===== src/rtl/mem_issue_queue_if.sv =====
// Bundle of dispatch, CDB, commit-head, memory-unit and issue signals for mem_issue_queue.
// The queue uses the slave modport; the driving environment uses master.
interface mem_issue_queue_if #(
  parameter int DEPTH = 8,
  parameter int TAG_W = 4
);
  localparam int CW = $clog2(DEPTH) + 1;

  logic             flush;

  logic             enq_valid;
  logic             enq_ready;
  logic [31:0]      enq_pc;
  logic [31:0]      enq_inst;
  logic [31:0]      enq_imm;
  logic             enq_is_store;
  logic [TAG_W-1:0] enq_rob_idx;
  logic             enq_rs1_rdy;
  logic             enq_rs2_rdy;
  logic [TAG_W-1:0] enq_rs1_tag;
  logic [TAG_W-1:0] enq_rs2_tag;
  logic [31:0]      enq_rs1_data;
  logic [31:0]      enq_rs2_data;

  logic             cdb_valid;
  logic [TAG_W-1:0] cdb_rob_idx;
  logic [31:0]      cdb_data;

  logic [TAG_W-1:0] rob_head_idx;
  logic             mem_ready;

  logic             iss_valid;
  logic [31:0]      iss_pc;
  logic [31:0]      iss_inst;
  logic [31:0]      iss_imm;
  logic [31:0]      iss_rs1_data;
  logic [31:0]      iss_rs2_data;
  logic             iss_is_store;
  logic [TAG_W-1:0] iss_rob_idx;

  logic [CW-1:0]    count;

  modport master (
    output flush,
    output enq_valid, enq_pc, enq_inst, enq_imm, enq_is_store, enq_rob_idx,
    output enq_rs1_rdy, enq_rs2_rdy, enq_rs1_tag, enq_rs2_tag, enq_rs1_data, enq_rs2_data,
    output cdb_valid, cdb_rob_idx, cdb_data,
    output rob_head_idx, mem_ready,
    input  enq_ready,
    input  iss_valid, iss_pc, iss_inst, iss_imm, iss_rs1_data, iss_rs2_data,
    input  iss_is_store, iss_rob_idx,
    input  count
  );

  modport slave (
    input  flush,
    input  enq_valid, enq_pc, enq_inst, enq_imm, enq_is_store, enq_rob_idx,
    input  enq_rs1_rdy, enq_rs2_rdy, enq_rs1_tag, enq_rs2_tag, enq_rs1_data, enq_rs2_data,
    input  cdb_valid, cdb_rob_idx, cdb_data,
    input  rob_head_idx, mem_ready,
    output enq_ready,
    output iss_valid, iss_pc, iss_inst, iss_imm, iss_rs1_data, iss_rs2_data,
    output iss_is_store, iss_rob_idx,
    output count
  );
endinterface


===== src/rtl/mem_issue_queue.sv =====
// In-order load/store issue queue: holds memory ops until operands arrive on the CDB,
// then issues the head as a registered one-cycle pulse; stores wait for the ROB head.
module mem_issue_queue #(
  parameter int DEPTH = 8,
  parameter int TAG_W = 4
) (
  input logic              clk,
  input logic              rst,
  mem_issue_queue_if.slave io
);
  localparam int PW = $clog2(DEPTH);
  localparam int CW = PW + 1;

  typedef struct packed {
    logic [31:0]      pc;
    logic [31:0]      inst;
    logic [31:0]      imm;
    logic             is_store;
    logic [TAG_W-1:0] rob_idx;
    logic             rs1_rdy;
    logic [TAG_W-1:0] rs1_tag;
    logic [31:0]      rs1_data;
    logic             rs2_rdy;
    logic [TAG_W-1:0] rs2_tag;
    logic [31:0]      rs2_data;
  } entry_t;

  typedef struct packed {
    logic [31:0]      pc;
    logic [31:0]      inst;
    logic [31:0]      imm;
    logic [31:0]      rs1_data;
    logic [31:0]      rs2_data;
    logic             is_store;
    logic [TAG_W-1:0] rob_idx;
  } iss_t;

  entry_t           ent_q [DEPTH];
  entry_t           ent_d [DEPTH];
  logic [DEPTH-1:0] valid_q, valid_d;
  logic [PW-1:0]    head_q, head_d;
  logic [PW-1:0]    tail_q, tail_d;
  logic [CW-1:0]    count_q, count_d;
  logic             iss_valid_q, iss_valid_d;
  iss_t             iss_q, iss_d;

  entry_t           head_ent;
  entry_t           new_ent;
  logic             enq_ready;
  logic             do_enq;
  logic             do_issue;
  logic             store_ok;

  assign enq_ready = (count_q != CW'(DEPTH));
  assign do_enq    = io.enq_valid && enq_ready;
  assign head_ent  = ent_q[head_q];

  // Eligibility looks only at registered state; the iss_valid_q term enforces the idle gap.
  always_comb begin
    store_ok = 1'b1;
    if (head_ent.is_store) begin
      store_ok = head_ent.rs2_rdy && (head_ent.rob_idx == io.rob_head_idx);
    end
    do_issue = valid_q[head_q] && head_ent.rs1_rdy && io.mem_ready &&
               !iss_valid_q && store_ok;
  end

  // Incoming op, with a same-cycle CDB snoop so a wakeup is never lost at enqueue.
  always_comb begin
    new_ent          = '0;
    new_ent.pc       = io.enq_pc;
    new_ent.inst     = io.enq_inst;
    new_ent.imm      = io.enq_imm;
    new_ent.is_store = io.enq_is_store;
    new_ent.rob_idx  = io.enq_rob_idx;
    new_ent.rs1_rdy  = io.enq_rs1_rdy;
    new_ent.rs1_tag  = io.enq_rs1_tag;
    new_ent.rs1_data = io.enq_rs1_data;
    new_ent.rs2_rdy  = io.enq_rs2_rdy;
    new_ent.rs2_tag  = io.enq_rs2_tag;
    new_ent.rs2_data = io.enq_rs2_data;
    if (io.cdb_valid && !io.enq_rs1_rdy && (io.enq_rs1_tag == io.cdb_rob_idx)) begin
      new_ent.rs1_rdy  = 1'b1;
      new_ent.rs1_data = io.cdb_data;
    end
    if (io.cdb_valid && !io.enq_rs2_rdy && (io.enq_rs2_tag == io.cdb_rob_idx)) begin
      new_ent.rs2_rdy  = 1'b1;
      new_ent.rs2_data = io.cdb_data;
    end
  end

  always_comb begin
    ent_d = ent_q;
    for (int i = 0; i < DEPTH; i++) begin
      if (valid_q[i] && io.cdb_valid) begin
        if (!ent_q[i].rs1_rdy && (ent_q[i].rs1_tag == io.cdb_rob_idx)) begin
          ent_d[i].rs1_rdy  = 1'b1;
          ent_d[i].rs1_data = io.cdb_data;
        end
        if (!ent_q[i].rs2_rdy && (ent_q[i].rs2_tag == io.cdb_rob_idx)) begin
          ent_d[i].rs2_rdy  = 1'b1;
          ent_d[i].rs2_data = io.cdb_data;
        end
      end
    end
    if (do_enq) begin
      ent_d[tail_q] = new_ent;
    end
  end

  // Flush wins over everything else happening at the same edge.
  always_comb begin
    valid_d     = valid_q;
    head_d      = head_q;
    tail_d      = tail_q;
    count_d     = count_q;
    iss_valid_d = do_issue;
    iss_d       = iss_q;

    if (do_issue) begin
      valid_d[head_q] = 1'b0;
      head_d          = head_q + PW'(1);
      iss_d.pc        = head_ent.pc;
      iss_d.inst      = head_ent.inst;
      iss_d.imm       = head_ent.imm;
      iss_d.rs1_data  = head_ent.rs1_data;
      iss_d.rs2_data  = head_ent.rs2_data;
      iss_d.is_store  = head_ent.is_store;
      iss_d.rob_idx   = head_ent.rob_idx;
    end

    if (do_enq) begin
      valid_d[tail_q] = 1'b1;
      tail_d          = tail_q + PW'(1);
    end

    case ({do_enq, do_issue})
      2'b10:   count_d = count_q + CW'(1);
      2'b01:   count_d = count_q - CW'(1);
      default: count_d = count_q;
    endcase

    if (io.flush) begin
      valid_d     = '0;
      head_d      = '0;
      tail_d      = '0;
      count_d     = '0;
      iss_valid_d = 1'b0;
    end
  end

  always_ff @(posedge clk) begin
    if (rst) begin
      valid_q     <= '0;
      head_q      <= '0;
      tail_q      <= '0;
      count_q     <= '0;
      iss_valid_q <= 1'b0;
      iss_q       <= '0;
    end else begin
      valid_q     <= valid_d;
      head_q      <= head_d;
      tail_q      <= tail_d;
      count_q     <= count_d;
      iss_valid_q <= iss_valid_d;
      iss_q       <= iss_d;
    end
  end

  // Payload storage carries no reset; it is only observed behind a valid bit.
  always_ff @(posedge clk) begin
    ent_q <= ent_d;
  end

  assign io.enq_ready    = enq_ready;
  assign io.count        = count_q;
  assign io.iss_valid    = iss_valid_q;
  assign io.iss_pc       = iss_q.pc;
  assign io.iss_inst     = iss_q.inst;
  assign io.iss_imm      = iss_q.imm;
  assign io.iss_rs1_data = iss_q.rs1_data;
  assign io.iss_rs2_data = iss_q.rs2_data;
  assign io.iss_is_store = iss_q.is_store;
  assign io.iss_rob_idx  = iss_q.rob_idx;

endmodule

===== src/flat_wrapper.sv =====
// flat-port wrapper written by rule: the top's interface ports become plain ports
module mem_issue_queue_flat 
#(
  parameter int DEPTH = 8,
  parameter int TAG_W = 4
)
  (clk, rst, io_flush, io_enq_valid, io_enq_pc, io_enq_inst, io_enq_imm, io_enq_is_store, io_enq_rob_idx, io_enq_rs1_rdy, io_enq_rs2_rdy, io_enq_rs1_tag, io_enq_rs2_tag, io_enq_rs1_data, io_enq_rs2_data, io_cdb_valid, io_cdb_rob_idx, io_cdb_data, io_rob_head_idx, io_mem_ready, io_enq_ready, io_iss_valid, io_iss_pc, io_iss_inst, io_iss_imm, io_iss_rs1_data, io_iss_rs2_data, io_iss_is_store, io_iss_rob_idx, io_count);
  mem_issue_queue_if #(.DEPTH(DEPTH), .TAG_W(TAG_W)) io_i ();
  input logic clk;
  input logic rst;
  input wire logic [$bits(io_i.flush)-1:0] io_flush;
  input wire logic [$bits(io_i.enq_valid)-1:0] io_enq_valid;
  input wire logic [$bits(io_i.enq_pc)-1:0] io_enq_pc;
  input wire logic [$bits(io_i.enq_inst)-1:0] io_enq_inst;
  input wire logic [$bits(io_i.enq_imm)-1:0] io_enq_imm;
  input wire logic [$bits(io_i.enq_is_store)-1:0] io_enq_is_store;
  input wire logic [$bits(io_i.enq_rob_idx)-1:0] io_enq_rob_idx;
  input wire logic [$bits(io_i.enq_rs1_rdy)-1:0] io_enq_rs1_rdy;
  input wire logic [$bits(io_i.enq_rs2_rdy)-1:0] io_enq_rs2_rdy;
  input wire logic [$bits(io_i.enq_rs1_tag)-1:0] io_enq_rs1_tag;
  input wire logic [$bits(io_i.enq_rs2_tag)-1:0] io_enq_rs2_tag;
  input wire logic [$bits(io_i.enq_rs1_data)-1:0] io_enq_rs1_data;
  input wire logic [$bits(io_i.enq_rs2_data)-1:0] io_enq_rs2_data;
  input wire logic [$bits(io_i.cdb_valid)-1:0] io_cdb_valid;
  input wire logic [$bits(io_i.cdb_rob_idx)-1:0] io_cdb_rob_idx;
  input wire logic [$bits(io_i.cdb_data)-1:0] io_cdb_data;
  input wire logic [$bits(io_i.rob_head_idx)-1:0] io_rob_head_idx;
  input wire logic [$bits(io_i.mem_ready)-1:0] io_mem_ready;
  output wire logic [$bits(io_i.enq_ready)-1:0] io_enq_ready;
  output wire logic [$bits(io_i.iss_valid)-1:0] io_iss_valid;
  output wire logic [$bits(io_i.iss_pc)-1:0] io_iss_pc;
  output wire logic [$bits(io_i.iss_inst)-1:0] io_iss_inst;
  output wire logic [$bits(io_i.iss_imm)-1:0] io_iss_imm;
  output wire logic [$bits(io_i.iss_rs1_data)-1:0] io_iss_rs1_data;
  output wire logic [$bits(io_i.iss_rs2_data)-1:0] io_iss_rs2_data;
  output wire logic [$bits(io_i.iss_is_store)-1:0] io_iss_is_store;
  output wire logic [$bits(io_i.iss_rob_idx)-1:0] io_iss_rob_idx;
  output wire logic [$bits(io_i.count)-1:0] io_count;
  assign io_i.flush = io_flush;
  assign io_i.enq_valid = io_enq_valid;
  assign io_i.enq_pc = io_enq_pc;
  assign io_i.enq_inst = io_enq_inst;
  assign io_i.enq_imm = io_enq_imm;
  assign io_i.enq_is_store = io_enq_is_store;
  assign io_i.enq_rob_idx = io_enq_rob_idx;
  assign io_i.enq_rs1_rdy = io_enq_rs1_rdy;
  assign io_i.enq_rs2_rdy = io_enq_rs2_rdy;
  assign io_i.enq_rs1_tag = io_enq_rs1_tag;
  assign io_i.enq_rs2_tag = io_enq_rs2_tag;
  assign io_i.enq_rs1_data = io_enq_rs1_data;
  assign io_i.enq_rs2_data = io_enq_rs2_data;
  assign io_i.cdb_valid = io_cdb_valid;
  assign io_i.cdb_rob_idx = io_cdb_rob_idx;
  assign io_i.cdb_data = io_cdb_data;
  assign io_i.rob_head_idx = io_rob_head_idx;
  assign io_i.mem_ready = io_mem_ready;
  assign io_enq_ready = io_i.enq_ready;
  assign io_iss_valid = io_i.iss_valid;
  assign io_iss_pc = io_i.iss_pc;
  assign io_iss_inst = io_i.iss_inst;
  assign io_iss_imm = io_i.iss_imm;
  assign io_iss_rs1_data = io_i.iss_rs1_data;
  assign io_iss_rs2_data = io_i.iss_rs2_data;
  assign io_iss_is_store = io_i.iss_is_store;
  assign io_iss_rob_idx = io_i.iss_rob_idx;
  assign io_count = io_i.count;
  mem_issue_queue #(.DEPTH(DEPTH), .TAG_W(TAG_W)) u_core (.clk(clk), .rst(rst), .io(io_i));
endmodule

===== config.mk =====
export PLATFORM = sky130hd
export DESIGN_NAME = mem_issue_queue_flat
export DESIGN_NICKNAME = d
export VERILOG_FILES = /design/src/rtl/mem_issue_queue_if.sv /design/src/rtl/mem_issue_queue.sv /design/src/flat_wrapper.sv
export SDC_FILE = /design/constraint.sdc
export NUM_CORES = 2
export LEC_CHECK = 0
export CAP_MARGIN = 20
export CORE_ASPECT_RATIO = 1.25
export CORE_MARGIN = 2
export CORE_UTILIZATION = 32
export CTS_CLUSTER_SIZE = 14
export DETAILED_ROUTE_END_ITERATION = 6
export HOLD_SLACK_MARGIN = 0.02
export PLACE_DENSITY_LB_ADDON = 0.05
export SLEW_MARGIN = 40
export SYNTH_ARGS = -nofsm -noshare
export SYNTH_HDL_FRONTEND = slang
export SYNTH_SLANG_ARGS = --single-unit

===== constraint.sdc =====
create_clock -name clk -period 11.46 [get_ports clk]
set_input_delay 2.292 -clock clk [delete_from_list [all_inputs] [get_ports clk]]
set_output_delay 2.292 -clock clk [all_outputs]
set_load 0.03 [all_outputs]

==> run_results.csv <==
group,metric,value,unit
synth,ys_ff_latch,1584,
worst_setup_path,crit_cells,14,
detailed_routing,totalWireLength,217000,um
worst_setup_path,crit_arrival,5930,ps
timing,period_needed,5180,ps
detailed_routing,first_pass_iters,5,
synth,synthArstFlopShare,0,%
cts,cts_setup_buffers,0,
timing,slew-limit-headroom,42.9,%
pwr,clkPwrFrac,43.8,%
run,maxCapViolCount,0,
timing,holdWs,456,ps
grt,antenna_found_initial,59,
die,io_pins,392,
final_layout,drive_gt1_share,14.5,%
cts,cts_resized,0,
die,die_area,203000,sq um
detailed_routing,drt_iter0_drc,2860,
detailed_routing,wl_per_cell,28.0,um
timing,grt_setup_unrepaired,"no",
synth,synth_ff_type,"edfxtp_1",
cts,cts-hold-fix-buffers,0,
place,dp_hpwl,121000,um
final_layout,final_common_cell,"edfxtp_1",
grt,grt_pass1_vias,42753,
worst_setup_path,reg2regPathDepth,14,
synth,synth_cells,4764,
synth,synth-seq-area-share,63.4,%
synth,syn_area_per_cell,13.4,sq um
detailed_routing,vias,41543,
pwr,power_frac_comb,6.7,%
min_path,hp-class,"reg2reg",
worst_setup_path,crit_path_frequent_cell,"xor2_1",
timing,fin_crit_sh,45.2,%
cts,cts_max_level,4,
die,core,199000,sq um
cts,clock_sinks,1584,
worst_setup_path,crit_family,"multiplexers",
grt,grt_pass1_wl,312000,um
worst_setup_path,crit_slowest_cell,"dfxtp_4",
pwr,powerDensity,168,nW/um^2
worst_setup_path,worstPathRequired,12200,ps
synth,synth_enable_flop_cells,872,
detailed_routing,routed_via_density,5.37,
timing,worst_slew_pin_slew,856,ps
final_layout,area_growth,19.5,%
place,place_inst,7408,
grt,grt_max_degree,145,
die,die_h,503,um
pwr,p_leak,26.8,nW
detailed_routing,postRouteAntennaNets,0,
outcome,status,"complete, no violations",
timing,hold_viol_final,0,
worst_setup_path,end_kind,"flip-flop",
detailed_routing,drc,0,
place,gp_congestion,0.768,
pwr,power,12.8,mW
final_layout,fill_cells,18953,
cts,cts_tree,"built",
worst_setup_path,critical_path_class,"reg2reg",
cts,ctsRootBufferMaster,"clkbuf_16",
timing,setup-violations-final,0,
pwr,netSwitchingFraction,22.9,%
die,start_util,32.1,%
worst_setup_path,crit_path_max_fanout,33,
synth,synthDistinctLibCells,54,
timing,fin_tns_setup,0,ps
pwr,seq_power_share,49.4,%
timing,fmax,193,MHz
pwr,p_int,9.89,mW
worst_setup_path,cp-start-kind,"flip-flop",
worst_setup_path,slowest_delay,790,ps
die,num_rows,183,
synth,synth_warnings,0,
grt,overflow,0,
pwr,power.switching,2.94,mW
pwr,ir_drop,150,uV
place,port_buffers,391,
timing,fin_worst_skew,40.5,ps
worst_setup_path,crit_buf_inv,2,
final_layout,utilization,38.4,%
final_layout,final_cell_mix,"edfxtp_1, nand2_1, dfxtp_1",
cts,clk-insertion-delay-late,820,ps
die,die_x,403,um
timing,finalMaxSlewViolations,0,
min_path,whs_path_depth,2,
cts,numCtsBuffers,172,
synth,syn_nets,4990,
worst_setup_path,path_cells,"buf_4, mux4_2, mux2i_1, xor2_1, nand3_1, o31a_2, clkinv_1, ha_1, xor2_1, ha_1, a21oi_1, xor2_1, or3_1, a21oi_1",
final_layout,instances_no_fill,7738,
cts,clockBufferDepth,3,
final_layout,fin_nets,5220,
grt,grt_use_total,21.1,%
synth,netlist_area,63800,sq um
cts,cts.clk_slew.worst_paths,60,ps
==> per-layer routing <==
metal,track usage [%],vias up,wire [um]
met5,0,-,507
met4,6.25,84,5870
met3,5.32,453,16100
met2,34.2,1323,101000
met1,27.9,21283,93700
li1,-,18400,-
==> final cells by class <==
type	instances	area (sq um)	area share (%)
well taps	2590	3240	4.25
repair buffers	488	4920	6.46
clock buffers	249	4900	6.42
clock inverters	66	751	0.985
inverters	49	239	0.313
flip-flops and latches	1584	40500	53.1
multi-input cells	2699	21700	28.5
diodes	13	32.5	0.0427
==> flip-flops by register name, summed over array words and instances, names as in the netlist <==
register and count:
u_core.ent_q 1400, u_core.io.iss_imm 32, u_core.io.iss_inst 32, u_core.io.iss_pc 32, u_core.io.iss_rs1_data 32, u_core.io.iss_rs2_data 32, u_core.valid_q 8, u_core.io.count 4
u_core.io.iss_rob_idx 4, u_core.head_q 3, u_core.tail_q 3, u_core.io.iss_is_store 1, u_core.io.iss_valid 1
==> power by group through the flow <==
stage | Combinational (mW) | Sequential (mW) | Clock [mW]
final | 0.863 | 6.35 | 5.63
after global routing | 0.949 | 6.37 | 5.99
after CTS | 0.872 | 6.34 | 5.79
after detailed placement | 0.869 | 6.46 | 0
after global placement | 0.858 | 6.46 | 0
after floorplan | 0.555 | 6.44 | 0
==> kinds of logic (layout without fill, tap and decap cells) <==
group	count (synthesis)	in the layout	synth area share, %
flip-flops	1584	1584	63.4
AO/OA/AOI/OAI	1082	1082	11.4
AND/OR/NAND/NOR	1025	1025	6.39
multiplexers	509	509	14.5
buffers and inverters	481	852	3.22
XOR/XNOR	78	78	1.07
adder cells (fa/ha/maj)	5	5	0.0980
other	0	13	0
==> cells in the mapped netlist, drive strengths merged, types with 2 or more instances <==
library cell	number	area share (%)
inv	46	0.27
nand2b	12	0.12
or2	4	0.039
nand3	23	0.18
o22ai	290	2.8
o211a	3	0.047
nor2	100	0.59
o21a	225	2.6
a31oi	5	0.049
a41oi	3	0.041
xor2	65	0.89
clkinv	3	0.018
a21oi	291	2.3
mux2	11	0.19
dfxtp	712	22
mux4	330	12
xnor2	13	0.18
nor2b	9	0.088
edfxtp	872	41
and2	2	0.020
buf	245	1.8
nand2	825	4.9
nand4	2	0.020
ha	5	0.098
a2bb2oi	2	0.027
nor4bb	2	0.031
nand3b	2	0.024
mux2i	168	2.6
o31ai	2	0.024
or3	13	0.13
nor4	15	0.15
o22a	224	3.1
clkbuf	187	1.1
o21ai	32	0.28
nor3	10	0.078
==> stage by stage <==
stage	area, sq um	worst slack [ps]
finish	76200	6280
global route	76200	5850
CTS	76200	6090
detailed placement	70500	5420
global placement	70300	5200
floorplan	63800	4520
==> final timing paths <==
| path | from | endpoint | slack (ps) |
|---|---|---|---|
| hold / removal | u_core.io.iss_rs2_data[24]$_SDFFE_PP0N_ | u_core.io.iss_rs2_data[24]$_SDFFE_PP0N_ | 460 |
| hold reg to reg | u_core.io.iss_rs2_data[24]$_SDFFE_PP0N_ | u_core.io.iss_rs2_data[24]$_SDFFE_PP0N_ | 460 |
| setup reg to reg | u_core.head_q[0]$_SDFFE_PP0N_ | u_core.io.count[2]$_SDFFE_PP0P_ | 6280 |
| setup / recovery | u_core.head_q[0]$_SDFFE_PP0N_ | u_core.io.count[2]$_SDFFE_PP0P_ | 6280 |
==> worst min-delay path, stage by stage, from the launching register on <==
cell     delay, ps
dfxtp_1        300
nand2_1         50
mux2i_1         50
Note: power is estimated with default switching activity, not from simulation.
